**src/rtl/rom_arb_pkg.sv**
```systemverilog
// Shared types and constants for the instruction-ROM arbiter.
// Round-robin arbitration is enabled with ROM_ARB_ROUND_ROBIN_EN.
package rom_arb_pkg;

  localparam int unsigned ROM_ADDR_W = 10;
  localparam int unsigned ROM_DATA_W = 32;

  localparam logic PORT_IF  = 1'b0;
  localparam logic PORT_MEM = 1'b1;

  typedef enum logic [1:0] {
    ST_IDLE = 2'd0,
    ST_ADDR = 2'd1,
    ST_DATA = 2'd2,
    ST_RESP = 2'd3
  } state_e;

endpackage

```
**src/rtl/rom_arbiter_if.sv**
```systemverilog
// Requester-side bundle of the ROM arbiter: two req/ack ports plus shared response/status.
interface rom_arbiter_if;
  import rom_arb_pkg::*;

  logic                  if_req;
  logic [ROM_ADDR_W-1:0] if_addr;
  logic                  if_ack;
  logic                  mem_req;
  logic [ROM_ADDR_W-1:0] mem_addr;
  logic                  mem_ack;
  logic [ROM_DATA_W-1:0] resp_data;
  logic                  busy;
  logic                  grant_id;

  modport master (
    output if_req, if_addr, mem_req, mem_addr,
    input  if_ack, mem_ack, resp_data, busy, grant_id
  );

  modport slave (
    input  if_req, if_addr, mem_req, mem_addr,
    output if_ack, mem_ack, resp_data, busy, grant_id
  );

endinterface

```
**src/rtl/rom_arbiter_arb2.sv**
```systemverilog
// Two-port winner select. Fixed MEM > IF priority by default; with
// ROM_ARB_ROUND_ROBIN_EN a pointer register favours the port not last granted.
module arb2
  import rom_arb_pkg::*;
(
`ifdef ROM_ARB_ROUND_ROBIN_EN
  input  logic       clk_i,
  input  logic       rst_ni,
  input  logic       grant_i,
`endif
  input  logic [1:0] req_i,
  output logic       winner_c_o
);

`ifdef ROM_ARB_ROUND_ROBIN_EN
  logic ptr_q;
  logic ptr_d;

  // Pointer names the preferred port on a tie; it moves off whoever just won.
  always_comb begin
    ptr_d = ptr_q;
    if (grant_i) begin
      ptr_d = ~winner_c_o;
    end
  end

  always_ff @(posedge clk_i) begin
    if (!rst_ni) begin
      ptr_q <= PORT_IF;
    end else begin
      ptr_q <= ptr_d;
    end
  end

  always_comb begin
    winner_c_o = PORT_IF;
    if (req_i == 2'b11) begin
      winner_c_o = ptr_q;
    end else if (req_i[PORT_MEM]) begin
      winner_c_o = PORT_MEM;
    end
  end
`else
  // Winner is don't-care when nothing is requested.
  always_comb begin
    winner_c_o = req_i[PORT_MEM] | ~req_i[PORT_IF];
  end
`endif

endmodule

```
**src/rtl/rom_arbiter.sv**
```systemverilog
// Shares one synchronous-read instruction ROM between IF (port 0) and MEM (port 1).
// Arbitration policy selected by ROM_ARB_ROUND_ROBIN_EN (see arb2).
module rom_arbiter
  import rom_arb_pkg::*;
(
  input  logic                  clk_i,
  input  logic                  rst_ni,
  rom_arbiter_if.slave          bus,
  output logic [ROM_ADDR_W-1:0] rom_addr_o,
  input  logic [ROM_DATA_W-1:0] rom_rdata_i
);

  localparam int unsigned ADDR_W = ROM_ADDR_W;
  localparam int unsigned DATA_W = ROM_DATA_W;

  state_e              state_q, state_d;
  logic [1:0]          ack_q, ack_d;
  logic [DATA_W-1:0]   resp_q, resp_d;
  logic [ADDR_W-1:0]   rom_addr_q, rom_addr_d;
  logic                grant_q, grant_d;
  logic                busy_q, busy_d;
  logic [1:0]          req_c;
  logic                winner_c;
  logic                grant_fire_c;

  assign req_c = {bus.mem_req, bus.if_req};

  arb2 u_arb2 (
`ifdef ROM_ARB_ROUND_ROBIN_EN
    .clk_i      (clk_i),
    .rst_ni     (rst_ni),
    .grant_i    (grant_fire_c),
`endif
    .req_i      (req_c),
    .winner_c_o (winner_c)
  );

  // Next-state and datapath; the address is frozen at grant time.
  always_comb begin
    state_d      = state_q;
    ack_d        = 2'b00;
    resp_d       = resp_q;
    rom_addr_d   = rom_addr_q;
    grant_d      = grant_q;
    grant_fire_c = 1'b0;
    unique case (state_q)
      ST_IDLE: begin
        if (|req_c) begin
          grant_fire_c = 1'b1;
          grant_d      = winner_c;
          rom_addr_d   = (winner_c == PORT_MEM) ? bus.mem_addr : bus.if_addr;
          state_d      = ST_ADDR;
        end
      end
      ST_ADDR: state_d = ST_DATA;
      ST_DATA: begin
        resp_d         = rom_rdata_i;
        ack_d[grant_q] = 1'b1;
        state_d        = ST_RESP;
      end
      ST_RESP: state_d = ST_IDLE;
      default: state_d = ST_IDLE;
    endcase
    busy_d = (state_d != ST_IDLE);
  end

  always_ff @(posedge clk_i) begin
    if (!rst_ni) begin
      state_q    <= ST_IDLE;
      ack_q      <= 2'b00;
      resp_q     <= '0;
      rom_addr_q <= '0;
      grant_q    <= PORT_IF;
      busy_q     <= 1'b0;
    end else begin
      state_q    <= state_d;
      ack_q      <= ack_d;
      resp_q     <= resp_d;
      rom_addr_q <= rom_addr_d;
      grant_q    <= grant_d;
      busy_q     <= busy_d;
    end
  end

  assign bus.if_ack    = ack_q[PORT_IF];
  assign bus.mem_ack   = ack_q[PORT_MEM];
  assign bus.resp_data = resp_q;
  assign bus.busy      = busy_q;
  assign bus.grant_id  = grant_q;
  assign rom_addr_o    = rom_addr_q;

endmodule

```
**src/flat_wrapper.sv**
```systemverilog
// flat-port wrapper written by rule: the top's interface ports become plain ports
module rom_arbiter_flat import rom_arb_pkg::*;
  (clk_i, rst_ni, rom_addr_o, rom_rdata_i, bus_if_req, bus_if_addr, bus_mem_req, bus_mem_addr, bus_if_ack, bus_mem_ack, bus_resp_data, bus_busy, bus_grant_id);
  rom_arbiter_if bus_i ();
  input  logic clk_i;
  input  logic rst_ni;
  output logic [ROM_ADDR_W-1:0] rom_addr_o;
  input  logic [ROM_DATA_W-1:0] rom_rdata_i;
  input wire logic [$bits(bus_i.if_req)-1:0] bus_if_req;
  input wire logic [$bits(bus_i.if_addr)-1:0] bus_if_addr;
  input wire logic [$bits(bus_i.mem_req)-1:0] bus_mem_req;
  input wire logic [$bits(bus_i.mem_addr)-1:0] bus_mem_addr;
  output wire logic [$bits(bus_i.if_ack)-1:0] bus_if_ack;
  output wire logic [$bits(bus_i.mem_ack)-1:0] bus_mem_ack;
  output wire logic [$bits(bus_i.resp_data)-1:0] bus_resp_data;
  output wire logic [$bits(bus_i.busy)-1:0] bus_busy;
  output wire logic [$bits(bus_i.grant_id)-1:0] bus_grant_id;
  assign bus_i.if_req = bus_if_req;
  assign bus_i.if_addr = bus_if_addr;
  assign bus_i.mem_req = bus_mem_req;
  assign bus_i.mem_addr = bus_mem_addr;
  assign bus_if_ack = bus_i.if_ack;
  assign bus_mem_ack = bus_i.mem_ack;
  assign bus_resp_data = bus_i.resp_data;
  assign bus_busy = bus_i.busy;
  assign bus_grant_id = bus_i.grant_id;
  rom_arbiter u_core (.clk_i(clk_i), .rst_ni(rst_ni), .bus(bus_i), .rom_addr_o(rom_addr_o), .rom_rdata_i(rom_rdata_i));
endmodule
```
**config.mk**
```make
export PLATFORM = sky130hd
export DESIGN_NAME = rom_arbiter_flat
export DESIGN_NICKNAME = d
export VERILOG_FILES = /design/src/rtl/rom_arb_pkg.sv /design/src/rtl/rom_arbiter_if.sv /design/src/rtl/rom_arbiter_arb2.sv /design/src/rtl/rom_arbiter.sv /design/src/flat_wrapper.sv
export SDC_FILE = /design/constraint.sdc
export NUM_CORES = 1
export LEC_CHECK = 0
export CAP_MARGIN = 20
export CELL_PAD_IN_SITES_DETAIL_PLACEMENT = 1
export CELL_PAD_IN_SITES_GLOBAL_PLACEMENT = 2
export CORE_ASPECT_RATIO = 0.6
export CORE_MARGIN = 5
export CORE_UTILIZATION = 20
export CTS_BUF_LIST = sky130_fd_sc_hd__clkbuf_4
export CTS_CLUSTER_DIAMETER = 120
export DETAILED_ROUTE_END_ITERATION = 16
export PLACE_DENSITY_LB_ADDON = 0.1
export SLEW_MARGIN = 20
export SYNTH_ARGS = -nofsm -noshare
export SYNTH_HDL_FRONTEND = slang
export SYNTH_SLANG_ARGS = --single-unit
```
**constraint.sdc**
```tcl
create_clock -name clk_i -period 1.25 [get_ports clk_i]
set_clock_uncertainty 0.05 [all_clocks]
set_input_delay 0.3125 -clock clk_i [delete_from_list [all_inputs] [get_ports clk_i]]
set_output_delay 0.3125 -clock clk_i [all_outputs]
set_load 0.01 [all_outputs]
```
# Yosys cells after proc, flatten, opt, wreduce, memory -nomap -nowiden
# Cells that the tools add are included.
[totals]
ff_bits = 48
latchBits = 0
ramBits = 0
rom_bits = 0
mem_count = 0
[classes]
n_addsub = 0
n_mul = 0
div = 0
order_cmp = 2
eq_ne = 3
n_shift = 0
muxes = 5
bitwise = 2
reduce_logical = 6
[op_table]
columns = ["cell", "count"]
rows = [
  ["two-way mux 10 bit", 1],
  ["case mux 2 bit (4 select lines)", 1],
  ["== test 2 bit, second input constant", 2],
  ["AND reduction 2 bit", 2],
  ["== test 2 x 1 -> 1 bit, second input constant", 1],
  ["logical NOT 2 bit", 1],
  ["< comparator 1 x 2 -> 1 bit, second input constant", 1],
  ["two-way mux 2 bit", 1],
  ["nonzero test 2 bit", 1],
  ["OR reduction 2 bit", 1],
  ["demux 1 bit (select 1 bit)", 1],
  [">= comparator 1 bit, second input constant", 1],
  ["logical AND 1 bit", 1],
  ["two-way mux 1 bit", 1],
  ["NOT 1 bit", 1],
  ["OR 1 bit", 1],
]

# Depth between registers and ports, before layout
[depth]
word_depth = 4
depth_mapped = 6

# Cells and area by module
# A second synthesis with hierarchy kept.
[unflattened]
cells_unflattened = 187
hier_area_um2 = 2088.3
[modules_own_cells]
columns = ["mod", "n_inst", "cells_each", "area_per_inst_um2", "seq_area_each_um2"]
rows = [
  ["rom_arbiter", 1, 186, 2082.0, 960.9],
  ["arb2", 1, 1, 6.3, 0.0],
]

# Least setup slack after synthesis
# OpenSTA, ideal clock, no wires.
[synth_timing]
path_type = "flip-flop to flip-flop"
from = "register u_core.state_q[0]"
to = "register u_core.busy_q (netlist: u_core.bus.busy)"
setup_time_ns = 0.120
arrival_time_ns = 1.098
path_slack_ns = -0.018
path_stages_with_launch = 7
synth_period_minus_slack_ns = 1.268
cell_sequence = "dfxtp_1 > inv_1 > ha_1 > buf_6 > o21ai_0 > a21oi_1 > or2_1"
[synth_between]
elab_chain_cells = 3
elab_cells_between_ends = 7
cone_classes = "eq/ne: 3; mux: 2; reduce/logical: 2"
[synth_rtl]
columns = ["item", "line_no", "text"]
rows = [
  ["start: declaration", "rom_arbiter.sv:16", "state_e state_q, state_d;"],
  ["start signal: assignment", "rom_arbiter.sv:76", "state_q <= state_d;"],
  ["== test 2 bit, or another cell as far along", "rom_arbiter.sv:46", "unique case (state_q)"],
  ["case mux 2 bit (4 select lines) *", "rom_arbiter.sv:46", ""],
  ["nonzero test 2 bit *", "rom_arbiter.sv:64", "busy_d = (state_d != ST_IDLE);"],
  ["end signal: assignment", "rom_arbiter.sv:81", "busy_q <= busy_d;"],
  ["end: declaration", "rom_arbiter.sv:21", "logic busy_q, busy_d;"],
]
# Mark *: on every way between the ends. The rest lies on a longest branch, timed or not.
# A chain may end at the register's enable or synchronous reset.

# Final worst setup path
[layout_timing]
from = "register u_core.state_q[0]"
to = "register u_core.resp_q[4] (netlist: u_core.bus.resp_data[4])"
[layout_between]
elab_chain_cells = 1
[layout_rtl]
columns = ["item", "line_no", "text"]
rows = [
  ["== test 2 bit", "rom_arbiter.sv:46", ""],
  ["end signal: assignment", "rom_arbiter.sv:78", "resp_q <= resp_d;"],
  ["end: declaration", "rom_arbiter.sv:18", "logic [DATA_W-1:0] resp_q, resp_d;"],
]
# Every way passes these cells.

==> run_results.csv <==
group,metric,value,unit
timing,slew_violations,0,
global_route,grt_util_all_layers,11.0,%
routing,ant_nets,0,
timing,worst_slew_pin_slew,356,ps
routing,drt_wl_total,6510,µm
logic_synthesis,synth-async-reset-ratio,0,%
worst_setup_path,crit_fanout,14,
routing,firstDrtPassIters,4,
floorplan,floorplan.io_pins,102,
finish,n_antenna_cell,0,
status,status,"finished, violations left",
global_route,antenna_found_initial,0,
hold_path,holdPathEnd,"u_core.bus.grant_id",
logic_synthesis,ys_seq_area_share,51.1,%
placement,place_ws,-446,ps
finish,final_cell_mix,"clkdlybuf4s50_1 (53), dfxtp_2 (47), buf_6 (45), nor2b_1 (33), mux2i_1 (31)",
worst_setup_path,cpPeakStageDelay,360,ps
routing,avgRoutedWirePerCell,15.3,µm
floorplan,die_y,85.1,µm
logic_synthesis,yosys_warnings,0,
finish,final_common_cell,"clkdlybuf4s50_1",
worst_setup_path,worstPathCellList,"inv_4 -> ha_4 -> buf_12 -> mux2i_1 -> nor2b_1",
logic_synthesis,ys_types,23,
pwr,p_sw_share,33.3,%
finish,fin_util,36.9,%
floorplan,row_count,27,
logic_synthesis,ys_seq_elements,48,
placement,portBuffers,101,
logic_synthesis,avgSynthCellArea,10.3,µm²
clocking,ctsHoldBuffers,0,
placement,dp_hpwl,4470,µm
placement,gp_congestion,0.666,
timing,finalHoldViolCount,0,
global_route,gr-total-overflow,0,
hold_path,min-delay-path-class,"in2reg",
global_route,grt_pass1_wl,9810,µm
hold_path,min_from,"bus_if_req",
pwr,p_leak,1.31,nW
floorplan,start_util,20.5,%
clocking,clock_path_buffers,2,
pwr,p_seq_share,38.5,%
floorplan,die_w,135,µm
placement,post-place-cells,411,
worst_setup_path,cp_data_required_time,1480,ps
pwr,ir_worst_vdd,467,µV
logic_synthesis,synthFlopType,"dfxtp_1",
timing,fmax,789,MHz
logic_synthesis,postSynthNetCount,241,
floorplan,die-area,11500,µm²
timing,setup_violations,5,
timing,finalCritPeriodShare,101,%
floorplan,core-area,9190,µm²
global_route,grt_max_degree,23,
status,failed_checks,"setup timing",
finish,final_nets,352,
timing,holdWs,404,ps
clocking,cts_tree,"done",
logic_synthesis,synth_cells,183,
clocking,cts_made_buffers,5,
pwr,power.density,1740,nW/µm²
worst_setup_path,ff2ff_path_depth,5,
finish,area_growth,80.4,%
timing,fin_crit,1270,ps
placement,place_area,3100,µm²
worst_setup_path,critPathLaunch,"u_core.state_q[0]",
finish,fin_cells,424,
logic_synthesis,synth_area,1880,µm²
worst_setup_path,start_kind,"register",
timing,rsz0062_at_grt,"true",
routing,drt_iter0_drc,46,
clocking,cts.clk_slew.worst_paths,140,ps
routing,vias,1701,
pwr,p_switching,1.97,mW
pwr,clkPwrFrac,12.3,%
worst_setup_path,cp.arrival,1500,ps
logic_synthesis,synth_edf_count,0,
clocking,clock_latency,370,ps
pwr,internal-power,3.94,mW
worst_setup_path,slowest_stage,"dfxtp_2",
global_route,grt_pass1_vias,1822,
pwr,power.total,5.92,mW
hold_path,min_path_cells,4,
finish,final_area,3390,µm²
clocking,clockRootBuffer,"clkbuf_4",
job,cap_viol_max_count,0,
worst_setup_path,crit_path_end_kind,"register",
worst_setup_path,worstReg2RegEnd,"u_core.bus.resp_data[4]",
clocking,clock_sinks,48,
timing,setup_slack,-18.0,ps
worst_setup_path,worstSetupPathType,"reg2reg",
routing,viasPerCell,4.01,
routing,drc_errors,0,
worst_setup_path,rrSetupSlack,-20,ps
timing,fin_tns_setup,-43.5,ps
finish,drive_above_1_share,42.2,%
worst_setup_path,r2r_start,"u_core.state_q[0]",
clocking,cts-htree-levels,2,
pwr,combPwrFrac,49.2,%
timing,max_slew_margin,76.2,%
## Yosys cell counts, types with 2 or more instances
library cell | instances | area share, %
o21ai_0 | 7 | 1.9
buf_2 | 3 | 0.80
nor2b_1 | 33 | 11
buf_6 | 5 | 3.0
buf_4 | 2 | 0.80
ha_1 | 2 | 1.3
a31oi_1 | 10 | 3.3
o21ai_1 | 4 | 1.1
inv_1 | 2 | 0.40
dfxtp_1 | 48 | 51
clkbuf_1 | 3 | 0.60
mux2i_1 | 32 | 17
nand2_1 | 22 | 4.4
## cell families (layout without fill, tap and decap cells)
logic type | Yosys count | count (layout) | synth area share, %
muxes | 32 | 32 | 17.0
and+or+nand+nor | 62 | 62 | 17.6
DFF | 48 | 48 | 51.1
buffers and inverters | 15 | 124 | 5.59
AOI/OAI and AO/OA | 24 | 26 | 7.39
adders and majority gates | 2 | 2 | 1.33
## sequential cells by signal (all words and copies together) (netlist names)
register,cells
u_core.bus.resp_data,32
u_core.state_q,2
u_core.bus.busy,1
u_core.rom_addr_o,10
u_core.bus.grant_id,1
u_core.ack_q,2
## worst max-delay path by stage
| stage | slack (ps) | end | cells after the start |
|---|---|---|---|
| after floorplan | 10 | u_core.bus.busy | 6 |
| after global placement | -370 | u_core.rom_addr_o[0] | 4 |
| after detailed placement | -450 | u_core.rom_addr_o[3] | 4 |
| after CTS | -60 | u_core.bus.resp_data[21] | 5 |
| after global routing | -70 | u_core.bus.resp_data[4] | 5 |
| final | -20 | u_core.bus.resp_data[4] | 5 |
## per-layer routing
layer | GRT usage [%] | wire, µm | up-vias
met5 | 0 | 0 | -
met4 | 4.12 | 110 | 0
met3 | 4.62 | 489 | 8
met2 | 15.3 | 2560 | 48
met1 | 15.0 | 3350 | 806
li1 | - | - | 839
## power by group through the flow
| stage | Sequential (mW) | Combinational [mW] | Clock [mW] |
|---|---|---|---|
| 3_5_place_dp | 2.14 | 2.48 | 0 |
| 3_3_place_gp | 2.14 | 2.48 | 0 |
| 5_1_grt | 2.34 | 3.13 | 0.879 |
| 2_1_floorplan | 2.30 | 1.12 | 0 |
| 4_1_cts | 2.22 | 2.42 | 0.792 |
| 6_report | 2.28 | 2.91 | 0.726 |
## final cells by class
cell class	count	area, µm²
clock buffers	6	45.0
multi-input cells	122	881
inverters	2	10.0
fillers	1034	5800
clock inverters	1	5.00
flip-flops and latches	48	1020
repair buffers	115	1270
well taps	130	163
## timing repair
action                                  4_1_cts  5_1_grt
endpoints found under the setup margin       80       88
pin swaps                                     0        3
buffers inserted                              0        2
resized for setup                           259       36
cloned                                        1        3
## critical path: cells and delay by family, from the launching register on
family	cells	cell delay [ps]
DFF	1	360
buffers and inverters	2	250
adders and majority gates	1	230
muxes	1	220
and+or+nand+nor	1	60
Power figures use the tool's default switching activity.
